File: src/rtl/mac_pkg.sv
// mac_pkg: shared FSM state encoding and datapath widths for the dual-MAC sequencer
package mac_pkg;
   localparam int ACC_W = 16;
   localparam int OP_W  = 8;
   typedef enum logic [1:0] {IDLE, RUN, DONE} state_t;
endpackage

File: src/rtl/mac_fpga.sv
// mac_fpga: dual signed product add, sum_out = cSumin + a0*b0 + a1*b1 wrapped to ACC_W
//   a0,a1,b0,b1 : signed OP_W operands
//   cSumin      : signed ACC_W running sum in
//   prod0,prod1 : the two full-width signed products (exported for exact-sum checks)
//   sum_out     : wrapped ACC_W sum
module mac_fpga
   import mac_pkg::*;
(
   input  logic signed [OP_W-1:0]   a0,
   input  logic signed [OP_W-1:0]   a1,
   input  logic signed [OP_W-1:0]   b0,
   input  logic signed [OP_W-1:0]   b1,
   input  logic signed [ACC_W-1:0]  cSumin,
   output logic signed [2*OP_W-1:0] prod0,
   output logic signed [2*OP_W-1:0] prod1,
   output logic signed [ACC_W-1:0]  sum_out
);
   assign prod0   = a0 * b0;
   assign prod1   = a1 * b1;
   assign sum_out = cSumin + ACC_W'(prod0) + ACC_W'(prod1);
endmodule

File: src/rtl/mac_seq_ctrl.sv
// mac_seq_ctrl: sequences a len-beat dual-MAC job into a 16-bit accumulator with sticky overflow
//   clk, rst_n        : clock, asynchronous active-low reset
//   start, len, cinit : job request, beat count, initial accumulator (sampled in IDLE)
//   abort             : cancels a job in RUN or DONE
//   in_valid/in_ready : operand beat handshake for a0,b0,a1,b1
//   out_valid/out_ready, result, ovf : result handshake with sticky overflow
//   busy              : high whenever not IDLE
module mac_seq_ctrl
   import mac_pkg::*;
#(
   parameter int LEN_W = 8
)(
   input  logic                    clk,
   input  logic                    rst_n,
   input  logic                    start,
   input  logic [LEN_W-1:0]        len,
   input  logic signed [ACC_W-1:0] cinit,
   input  logic                    abort,
   input  logic                    in_valid,
   output logic                    in_ready,
   input  logic signed [OP_W-1:0]  a0,
   input  logic signed [OP_W-1:0]  a1,
   input  logic signed [OP_W-1:0]  b0,
   input  logic signed [OP_W-1:0]  b1,
   output logic                    out_valid,
   input  logic                    out_ready,
   output logic signed [ACC_W-1:0] result,
   output logic                    ovf,
   output logic                    busy
);
   localparam logic signed [ACC_W+1:0] MAX_V = (ACC_W+2)'(2**(ACC_W-1) - 1);
   localparam logic signed [ACC_W+1:0] MIN_V = -(ACC_W+2)'(2**(ACC_W-1));
   state_t                    state;
   logic signed [ACC_W-1:0]   acc;
   logic [LEN_W-1:0]          cnt;
   logic signed [2*OP_W-1:0]  prod0, prod1;
   logic signed [ACC_W-1:0]   mac_sum;
   logic signed [ACC_W+1:0]   exact;
   logic                      ov;
   mac_fpga u_mac (
      .a0      (a0),
      .a1      (a1),
      .b0      (b0),
      .b1      (b1),
      .cSumin  (acc),
      .prod0   (prod0),
      .prod1   (prod1),
      .sum_out (mac_sum)
   );
   // Two extra bits hold the exact sum of a 16-bit acc and two 16-bit products.
   assign exact  = (ACC_W+2)'(acc) + (ACC_W+2)'(prod0) + (ACC_W+2)'(prod1);
   assign ov     = (exact > MAX_V) || (exact < MIN_V);
   assign result = acc;
   // in_ready, out_valid and busy are registered alongside the state so no
   // output depends combinationally on any input.
   always_ff @(posedge clk or negedge rst_n) begin
      if (!rst_n) begin
         state     <= IDLE;
         acc       <= '0;
         cnt       <= '0;
         ovf       <= 1'b0;
         in_ready  <= 1'b0;
         out_valid <= 1'b0;
         busy      <= 1'b0;
      end else begin
         case (state)
            IDLE: if (start && !abort) begin
               acc  <= cinit;
               ovf  <= 1'b0;
               cnt  <= len;
               busy <= 1'b1;
               if (len != '0) begin
                  state    <= RUN;
                  in_ready <= 1'b1;
               end else begin
                  state     <= DONE;
                  out_valid <= 1'b1;
               end
            end
            RUN: if (abort) begin
               state    <= IDLE;
               in_ready <= 1'b0;
               busy     <= 1'b0;
            end else if (in_valid) begin
               acc <= mac_sum;
               ovf <= ovf | ov;
               cnt <= cnt - 1'b1;
               if (cnt == LEN_W'(1)) begin
                  state     <= DONE;
                  in_ready  <= 1'b0;
                  out_valid <= 1'b1;
               end
            end
            DONE: if (abort || out_ready) begin
               state     <= IDLE;
               out_valid <= 1'b0;
               busy      <= 1'b0;
            end
            default: begin
               state     <= IDLE;
               in_ready  <= 1'b0;
               out_valid <= 1'b0;
               busy      <= 1'b0;
            end
         endcase
      end
   end
endmodule
File: config.mk
export PLATFORM = sky130hd
export DESIGN_NAME = mac_seq_ctrl
export DESIGN_NICKNAME = d
export VERILOG_FILES = /design/src/rtl/mac_pkg.sv /design/src/rtl/mac_fpga.sv /design/src/rtl/mac_seq_ctrl.sv
export SDC_FILE = /design/constraint.sdc
export NUM_CORES = 1
export LEC_CHECK = 0
export BUFFER_PORTS_ARGS = -buffer_cell sky130_fd_sc_hd__clkbuf_2
export CAP_MARGIN = 20
export CORE_MARGIN = 3
export CORE_UTILIZATION = 40
export CTS_BUF_LIST = sky130_fd_sc_hd__clkbuf_4 sky130_fd_sc_hd__clkbuf_8
export DETAILED_ROUTE_END_ITERATION = 7
export GPL_TIMING_DRIVEN = 1
export SYNTH_ARGS = -nofsm -noshare
export SYNTH_HDL_FRONTEND = slang
export SYNTH_SLANG_ARGS = --single-unit
File: constraint.sdc
create_clock -name clk -period 8.3 [get_ports clk]
set_clock_uncertainty 0.1 [all_clocks]
set_input_delay 0.415 -clock clk [delete_from_list [all_inputs] [get_ports clk]]
set_output_delay 0.415 -clock clk [all_outputs]
set_load 0.005 [all_outputs]
Yosys cells after proc, flatten, opt, wreduce, memory -nomap -nowiden

Index checks and enable logic that the tools add are counted.

Input port bits: 62
Bits in registers: 30

Add/sub/neg operators: 5
Multipliers: 2
Eq/ne operators: 13
Bitwise operators: 2
Reductions and logical operators: 12
Multiplexer cells: 35
Magnitude comparators: 2

Operator list:

| kind                                                                               | count |
|---|---|
| 16-bit two-way mux                                                                 | 3 |
| 16-bit adder                                                                       | 2 |
| 8-bit by 8-bit multiplier with 16-bit output                                       | 2 |
| 16-bit case mux with 2 select lines                                                | 1 |
| 8-bit two-way mux                                                                  | 3 |
| 17-bit by 16-bit adder with 18-bit output                                          | 1 |
| 18-bit by 16-bit greater-than comparator with 1-bit output (second input constant) | 1 |
| 18-bit by 16-bit less-than comparator with 1-bit output (second input constant)    | 1 |
| 16-bit by 16-bit adder with 17-bit output                                          | 1 |
| 1-bit two-way mux                                                                  | 16 |
| 2-bit != test (second input constant)                                              | 8 |
| 8-bit case mux with 2 select lines                                                 | 1 |
| 2-bit two-way mux                                                                  | 6 |
| 1-bit case mux with 3 select lines                                                 | 3 |
| 8-bit by 1-bit == test with 1-bit output (second input constant)                   | 1 |
| 4-bit AND reduction                                                                | 2 |
| 8-bit nonzero test                                                                 | 1 |
| 8-bit by 1-bit subtractor with 8-bit output (second input constant)                | 1 |
| 3-bit != test (second input constant)                                              | 2 |
| 2-bit case mux with 3 select lines                                                 | 1 |
| 6-bit AND reduction                                                                | 1 |
| 5-bit AND reduction                                                                | 1 |
| 3-bit AND reduction                                                                | 1 |
| 2-bit by 1-bit == test with 1-bit output (second input constant)                   | 1 |
| other kinds (9)                                                                    | 10 |

Logic depth before layout (Yosys ltp)

Gate-level depths: netlist (run 1).

Depth in word-level cells: 9
Gate-level depth with buffers: 27

By module

From an unflattened synthesis (run 1), not the netlist that was laid out.

Cells, all modules: 1006
Area, all modules: 8587.0 sq um

By module, submodules not included:

| module       | area each (sq um) | sequential area each (sq um) | cells an instance | instances |
|---|---|---|---|---|
| mac_fpga     | 6147.1            | 0.0                          | 723               | 1 |
| mac_seq_ctrl | 2439.8            | 750.7                        | 283               | 1 |

Least setup slack after synthesis (run 1)

No wires, ideal clock.

Path type: input -> register
Start: input a1[3]
End: register ovf
Data required time: 8.069 ns
Data arrival time: 5.985 ns
Buffers on the path: 1
Stages: 26
Setup time: 0.131 ns
Setup slack: 2.084 ns
Cell sequence: and2_1 > fa_1 > inv_1 > fa_1 > inv_1 > fa_1 > inv_1 > fa_1 > inv_1 > ha_1 > inv_1 > o21bai_1 > a2111oi_1 > nor2_1 > xnor2_1 > fa_1 > inv_1 > ha_1 > clkbuf_1 > nand2_1 > o21ai_0 > a211oi_2 > a21oi_1 > mux2i_1 > nand4b_1 > nor3b_2

Longest elaborated chain between the ends: 8
Elaborated cells on any way between the ends: 9
Classes of those cells: add/sub (1); mul (1); order compare (2); mux (3); bitwise (1); reduce/logical (1)

Ends and longest elaborated chain:

| element                                                                                                                                      | line               | RTL |
|---|---|---|
| from (decl)                                                                                                                                  | mac_seq_ctrl.sv:22 | `input logic signed [OP_W-1:0] a1,` |
| 8-bit by 8-bit multiplier with 16-bit output *                                                                                               | mac_fpga.sv:19     | `assign prod1 = a1 * b1;` |
| 17-bit by 16-bit adder with 18-bit output *                                                                                                  | mac_seq_ctrl.sv:51 | `assign exact = (ACC_W+2)'(acc) + (ACC_W+2)'(prod0) + (ACC_W+2)'(prod1);` |
| 18-bit by 16-bit greater-than comparator with 1-bit output / 18-bit by 16-bit less-than comparator with 1-bit output (equally long branches) | mac_seq_ctrl.sv:52 | `assign ov = (exact > MAX_V) \|\| (exact < MIN_V);` |
| 1-bit logical OR *                                                                                                                           | mac_seq_ctrl.sv:52 |  |
| 1-bit bitwise OR *                                                                                                                           | mac_seq_ctrl.sv:86 | `ovf <= ovf \| ov;` |
| 1-bit two-way mux *                                                                                                                          | mac_seq_ctrl.sv:84 | `end else if (in_valid) begin` |
| 1-bit two-way mux *                                                                                                                          | mac_seq_ctrl.sv:80 | `RUN: if (abort) begin` |
| 1-bit case mux with 2 select lines *                                                                                                         | mac_seq_ctrl.sv:66 | `case (state)` |
| to (signal assigned)                                                                                                                         | mac_seq_ctrl.sv:86 |  |
| to (decl)                                                                                                                                    | mac_seq_ctrl.sv:28 | `output logic ovf,` |

Mark *: on every way between the ends. The rest lies on a longest branch, timed or not. The select of a mux whose other input is x is not followed.
A chain may end at the register's enable or synchronous reset.

Worst setup path in the final report (run 1)

Start: input a0[3]
End: register ovf

Longest elaborated chain between the ends: 9
Elaborated cells on any way between the ends: 10
Classes of those cells: add/sub (2); mul (1); order compare (2); mux (3); bitwise (1); reduce/logical (1)

Ends and longest elaborated chain:

| element                                                                                                                                      | line               | RTL |
|---|---|---|
| from (decl)                                                                                                                                  | mac_seq_ctrl.sv:21 | `input logic signed [OP_W-1:0] a0,` |
| 8-bit by 8-bit multiplier with 16-bit output *                                                                                               | mac_fpga.sv:18     | `assign prod0 = a0 * b0;` |
| 16-bit by 16-bit adder with 17-bit output *                                                                                                  | mac_seq_ctrl.sv:51 |  |
| 17-bit by 16-bit adder with 18-bit output *                                                                                                  | mac_seq_ctrl.sv:51 |  |
| 18-bit by 16-bit greater-than comparator with 1-bit output / 18-bit by 16-bit less-than comparator with 1-bit output (equally long branches) | mac_seq_ctrl.sv:52 |  |
| 1-bit logical OR *                                                                                                                           | mac_seq_ctrl.sv:52 |  |
| 1-bit bitwise OR *                                                                                                                           | mac_seq_ctrl.sv:86 |  |
| 1-bit two-way mux *                                                                                                                          | mac_seq_ctrl.sv:84 |  |
| 1-bit two-way mux *                                                                                                                          | mac_seq_ctrl.sv:80 |  |
| 1-bit case mux with 2 select lines *                                                                                                         | mac_seq_ctrl.sv:66 |  |

Marked as above.

==> results of run 1 <==
## per-layer routing
metal / wire length, um / vias up
li1: - / 2969
met1: 7730 / 2878
met2: 7950 / 97
met3: 530 / 12
met4: 150 / 0
met5: 0 / -
## critical path, cell delays in order
cell       delay (ns)
clkbuf_2         0.15
and2_1           0.20
fa_1             0.53
inv_1            0.05
fa_1             0.47
inv_1            0.06
fa_1             0.52
inv_1            0.05
fa_1             0.53
inv_1            0.04
ha_1             0.29
inv_1            0.09
o21bai_1         0.11
a2111oi_1        0.47
nor2_1           0.12
xnor2_1          0.18
fa_1             0.51
inv_1            0.04
ha_1             0.42
a21oi_1          0.20
o21ai_0          0.17
a32oi_1          0.24
o21ai_1          0.10
xnor2_1          0.14
nor4_1           0.34
nor3b_2          0.08
## synthesized netlist by cell type, drive strengths merged, types with 2 or more instances
| library cell | number | area share |
|---|---|---|
| inv | 240 | 0.12 |
| or3 | 4 | 0.0033 |
| or4 | 2 | 0.0020 |
| mux2 | 2 | 0.0029 |
| dfrtp | 30 | 0.098 |
| and3 | 2 | 0.0016 |
| nand2b | 6 | 0.0049 |
| nor4 | 4 | 0.0033 |
| o21bai | 7 | 0.0068 |
| and2 | 80 | 0.065 |
| nor3 | 2 | 0.0013 |
| fa | 127 | 0.33 |
| o31a | 2 | 0.0023 |
| o22ai | 3 | 0.0024 |
| nand3 | 9 | 0.0059 |
| a211oi | 5 | 0.0055 |
| ha | 75 | 0.12 |
| xnor2 | 35 | 0.040 |
| a2111oi | 3 | 0.0037 |
| nor4b | 2 | 0.0023 |
| o31ai | 2 | 0.0020 |
| o221ai | 11 | 0.013 |
| a21oi | 42 | 0.028 |
| o211ai | 2 | 0.0020 |
| nor2 | 34 | 0.017 |
| xor2 | 12 | 0.014 |
| a31oi | 8 | 0.0065 |
| clkbuf | 11 | 0.0054 |
| nand4 | 6 | 0.0049 |
| nand2 | 71 | 0.035 |
| a21o | 7 | 0.0068 |
| nand4b | 2 | 0.0023 |
| nor2b | 11 | 0.0090 |
| o21ai | 35 | 0.023 |
## sequential cells by signal, indices dropped and copies added (netlist names)
signal and cells:
out_valid 1, in_ready 1, ovf 1, result 16, busy 1, state 2, cnt 8
## per-stage QoR
step,std cells,setup WS [ns],area (sq um)
3_3_place_gp,1209,1.55,8360
4_1_cts,1217,1.79,8450
3_5_place_dp,1209,1.51,8360
6_report,1217,1.83,8450
5_1_grt,1217,1.39,8450
2_1_floorplan,904,2.08,7690
## layout by cell type (no fill, tap or decap), drive strengths merged, types with 2 or more instances in the layout
cell     instances
o21ai           35
mux2             2
nor3             2
a21oi           42
dfrtp           30
a21o             7
a31oi            8
clkbuf          88
nor4             4
o31a             2
nand3            9
nand2           71
o221ai          11
nand2b           6
nor4b            2
a211oi           5
nand4b           2
o22ai            3
xnor2           35
o21bai           7
nor2            34
o31ai            2
and3             2
inv            240
fa             127
and2            80
xor2            12
a2111oi          3
or3              4
nor2b           11
o211ai           2
ha              75
nand4            6
or4              2
## final cells by class
cell class | instances | area share
timing repair buffer | 82 | 0.0488
tap | 234 | 0.0346
sequential | 30 | 0.0888
multi-input combinational | 623 | 0.710
clock inverter | 1 | 0.000592
inverter | 240 | 0.107
clock buffer | 7 | 0.0107
## kinds of logic (layout without fill, tap and decap cells)
kind of cell	count (synthesis)	count (layout)	share of synthesized area
AO/OA/AOI/OAI	134	134	0.110
flip-flops	30	30	0.0976
XOR/XNOR	47	47	0.0535
multiplexers	3	3	0.00423
AND/OR/NAND/NOR	237	237	0.160
adder cells (fa/ha/maj)	202	202	0.453
buffers and inverters	251	330	0.123
## path summary, 6_finish.rpt
path                                 from        end  slack, ns  depth (start not counted)
min in group clk                 cinit[2]  result[2]       0.27                          3
worst min register to register   in_ready   in_ready       0.38                          2
max in group asynchronous           rst_n  result[1]       7.51                          1
worst min-delay path                rst_n  result[0]        0.1                          1
worst max-delay path                a0[3]        ovf       1.83                         26
worst max register to register  result[1]        ovf       4.86                         12
==> impl_metrics.csv, run 1 <==
group,metric,value,unit
die,rows,50,
place,portBuffers,81,
yosys,ys_seq_area_frac,0.0976,
yosys,synth-edff-count,0,
global_routing,grt_pass1_wl,28400,um
cts,cts_resized,0,
die,initial_core_util,0.410,
global_routing,antenna_found_initial,0,
cts,clockBufferDepth,2,
cts,cts.sink_count,30,
global_routing,met3_usage,0.00992,
cts,clkLatencyLatePin,0.29,ns
yosys,ys_ff_latch,30,
routing,vias,5956,
yosys,synthFlopType,"dfrtp_1",
layout,drive_gt1_frac,0.0977,
cts,cts.reportedPaths.clkPinSlew,0.07,ns
die,ios,82,
place,hpwl,14200,um
global_routing,grt_use_met2,0.285,
sta,drv_slew,0,
sta,clock.fmax,155,MHz
sta,timing.slew.headroom,0.381,
yosys,syn_area,7690,sq um
critical_path,critPathCaptureType,"register",
yosys,netlist-cell-type-count,48,
cts,cts_tree,"done",
die,dieArea,20900,sq um
global_routing,grt_util_all_layers,0.166,
sta,rsz0062_at_grt,"false",
sta,tns,0,ns
critical_path,cp.arrival,6.53,ns
critical_path,critPathKind,"in -> reg",
sta,period_needed,6.47,ns
layout,areaGrowthSynthToFinish,9.94,%
routing,wl,16400,um
min_path,hp-class,"in -> async",
place,gp_congestion,0.856,
critical_path,cp_max_fo,9,
yosys,yosysWarnings,0,
global_routing,grt-ovfl-total,0,
critical_path,worstPathRequired,8.37,ns
layout,multiInputGateArea,6000,sq um
job,maxCapViolCount,0,
global_routing,gr-max-usage-layer,"met2",
yosys,syn_inst,904,
routing,ant_nets,0,
routing,first_pass_iters,5,
sta,period_share,0.779,
routing,drt_iter0_markers,289,
sta,whs,0.0984,ns
die,core-area,18800,sq um
routing,wl_per_cell,13.4,um
cts,post-cts-setup-buffers,0,
routing,vias_per_cell,4.89,
sta,setup_viol,0,
die,fp.dieH,145,um
global_routing,grt_use_met1,0.238,
cts,cts_made_buffers,5,
layout,diodes,0,
critical_path,crit_path_start_kind,"input pin",
layout,utilization,0.450,
cts,hold_buffers,0,
cts,htreeDepth,2,
run_status,status,"finished clean",
yosys,syn_nets,1168,
die,fp.dieW,145,um
cts,cts_root_buf,"clkbuf_8",
layout,nFillCells,1903,
global_routing,first_global_vias,6008,
sta,finalHoldViolCount,0,
layout,fin_nets,1246,
yosys,syn_area_per_cell,8.51,sq um
routing,drc_errors,0,
sta,worst_pin_slew,0.926,ns
layout,register_area,751,sq um
yosys,synthArstFlopShare,1.00,
global_routing,grt_max_degree,36,
Power of run 1 is not shown: default switching activity piles up to over one toggle a cycle in this logic, so the estimate is an artifact.
==> run 2, diff against run 1 <==
- clock period: 8.3 -> 6.3 ns (I/O delays scaled with it)
==> run 2 against run 1 <==
  * The run now ends with hold timing left
  * Non-clock buffer count increased by 93
  * Hold slack got worse by 0.10 ns
  * Via count increased by 6.2%
  * Critical endpoint unchanged
  * Largest cell class unchanged
==> impl_metrics.csv, run 2 (synthesis gave the netlist of run 1 again) <==
group,metric,value,unit
die,ios,82,
sta,fin_ws,0.254,ns
global_routing,first_global_vias,6341,
run_status,status,"complete, but fails checks",
place,dp_cells,1302,
cts,clkLatencyLatePin,0.29,ns
critical_path,cp_max_fo,4,
cts,clockBufferDepth,2,
global_routing,grt_pass1_wl,30000,um
sta,tns,0,ns
layout,largest_reg_flops,16,
die,fp.dieW,145,um
routing,drt_iter0_markers,294,
sta,finalHoldViolCount,5,
die,initial_core_util,0.410,
global_routing,grt_max_degree,36,
place,pre_cts_ws,-0.173,ns
layout,nFillCells,1812,
die,fp.dieH,145,um
global_routing,antenna_found_initial,0,
cts,cts.sink_count,30,
critical_path,critPathKind,"in -> reg",
layout,final_common_cell,"inv_1",
place,portBuffers,81,
cts,hold_buffers,0,
routing,wl_per_cell,13.5,um
sta,clock.fmax,165,MHz
critical_path,crit_path_start_kind,"input pin",
cts,cts.reportedPaths.clkPinSlew,0.07,ns
sta,setup_viol,0,
global_routing,grt_util_all_layers,0.176,
cts,cts_tree,"done",
place,hpwl,15400,um
min_path,hp-class,"in -> async",
routing,wl,17700,um
place,gp_congestion,0.894,
sta,whs,-0.00467,ns
layout,fin_cells,1310,
routing,vias_per_cell,4.83,
die,rows,50,
run_status,failed_checks,"hold timing",
critical_path,worstPathRequired,6.38,ns
routing,drc_errors,0,
sta,drv_slew,0,
layout,fin_nets,1339,
routing,ant_nets,0,
critical_path,timing.rr.start,"result[1]",
critical_path,r2r-end,"ovf",
layout,areaGrowthSynthToFinish,21.8,%
sta,worst_pin_slew,0.920,ns
routing,vias,6324,
die,core-area,18800,sq um
cts,cts_root_buf,"clkbuf_8",
cts,htreeDepth,2,
layout,diodes,0,
cts,cts_made_buffers,5,
job,maxCapViolCount,0,
critical_path,critPathCaptureType,"register",
critical_path,r2r_slack,2.83,ns
global_routing,grt-ovfl-total,0,
critical_path,reg2reg_depth,12,
die,dieArea,20900,sq um
sta,period_share,0.960,
sta,period_needed,6.05,ns
layout,drive_gt1_frac,0.206,
sta,timing.slew.headroom,0.385,
critical_path,cp.arrival,6.12,ns
layout,layout_common_cells,"238 x inv_1, 125 x fa_1, 94 x buf_4",
routing,first_pass_iters,5,
## run 2: cell count changes in the layout (fill, tap and decap cells not counted), sizes merged
cell and change:
bufinv +2, clkbuf -1, clkinv -1, buf +93
## run 2: how the worst max path moves through the flow
stage | start | end | slack, ns | depth (start not counted)
2_1_floorplan | a1[3] | ovf | 0.18 | 26
6_report | a0[3] | ovf | 0.25 | 27
3_3_place_gp | b1[4] | ovf | -0.13 | 27
5_1_grt | a0[3] | ovf | -0.05 | 27
4_1_cts | a0[3] | ovf | 0.13 | 27
3_5_place_dp | a0[3] | ovf | -0.17 | 27
## run 2: critical path, stage by stage
cell       delay (ns)
clkbuf_2         0.11
and2_1           0.18
fa_1             0.54
inv_1            0.05
fa_1             0.48
inv_1            0.06
fa_1             0.53
inv_1            0.06
fa_1             0.53
inv_1            0.07
ha_4             0.25
inv_2            0.06
o21bai_2         0.09
a2111oi_2        0.37
buf_4            0.18
o31a_1           0.17
xor2_2           0.10
fa_1             0.51
inv_1            0.04
ha_1             0.34
a21oi_1          0.16
o221ai_1         0.15
a32oi_1          0.18
o21ai_1          0.10
xnor2_1          0.16
nor4_2           0.30
nor3b_2          0.08
## run 2: through the flow
step                utilization  instance area [sq um]
global route              0.499                   9370
global placement          0.483                   9060
CTS                       0.490                   9200
floorplan                     -                   7690
detailed placement        0.483                   9060
finish                    0.499                   9370
## run 2: timing repair
item | CTS | global route
resized for setup | 0 | 39
setup buffers | 0 | 0
endpoints found under the setup margin | 0 | 4
## run 2: final cells by class
cell class              instances  area (sq um)  share of cell area
multi-input cells             623          6170               0.659
flip-flops and latches         30           751              0.0802
clock inverters                 2          60.1             0.00641
clock buffers                   6          82.6             0.00882
inverters                     240           901              0.0962
repair buffers                175          1110               0.119
well taps                     234           293              0.0313
## run 2: metal layers
layer	track usage	wire [um]	vias up
met5	0	0	-
met4	0.0280	267	0
met3	0.0182	760	19
met2	0.291	8520	122
met1	0.255	8190	3032
li1	-	-	3151
Power of run 2 is left out for the same reason.
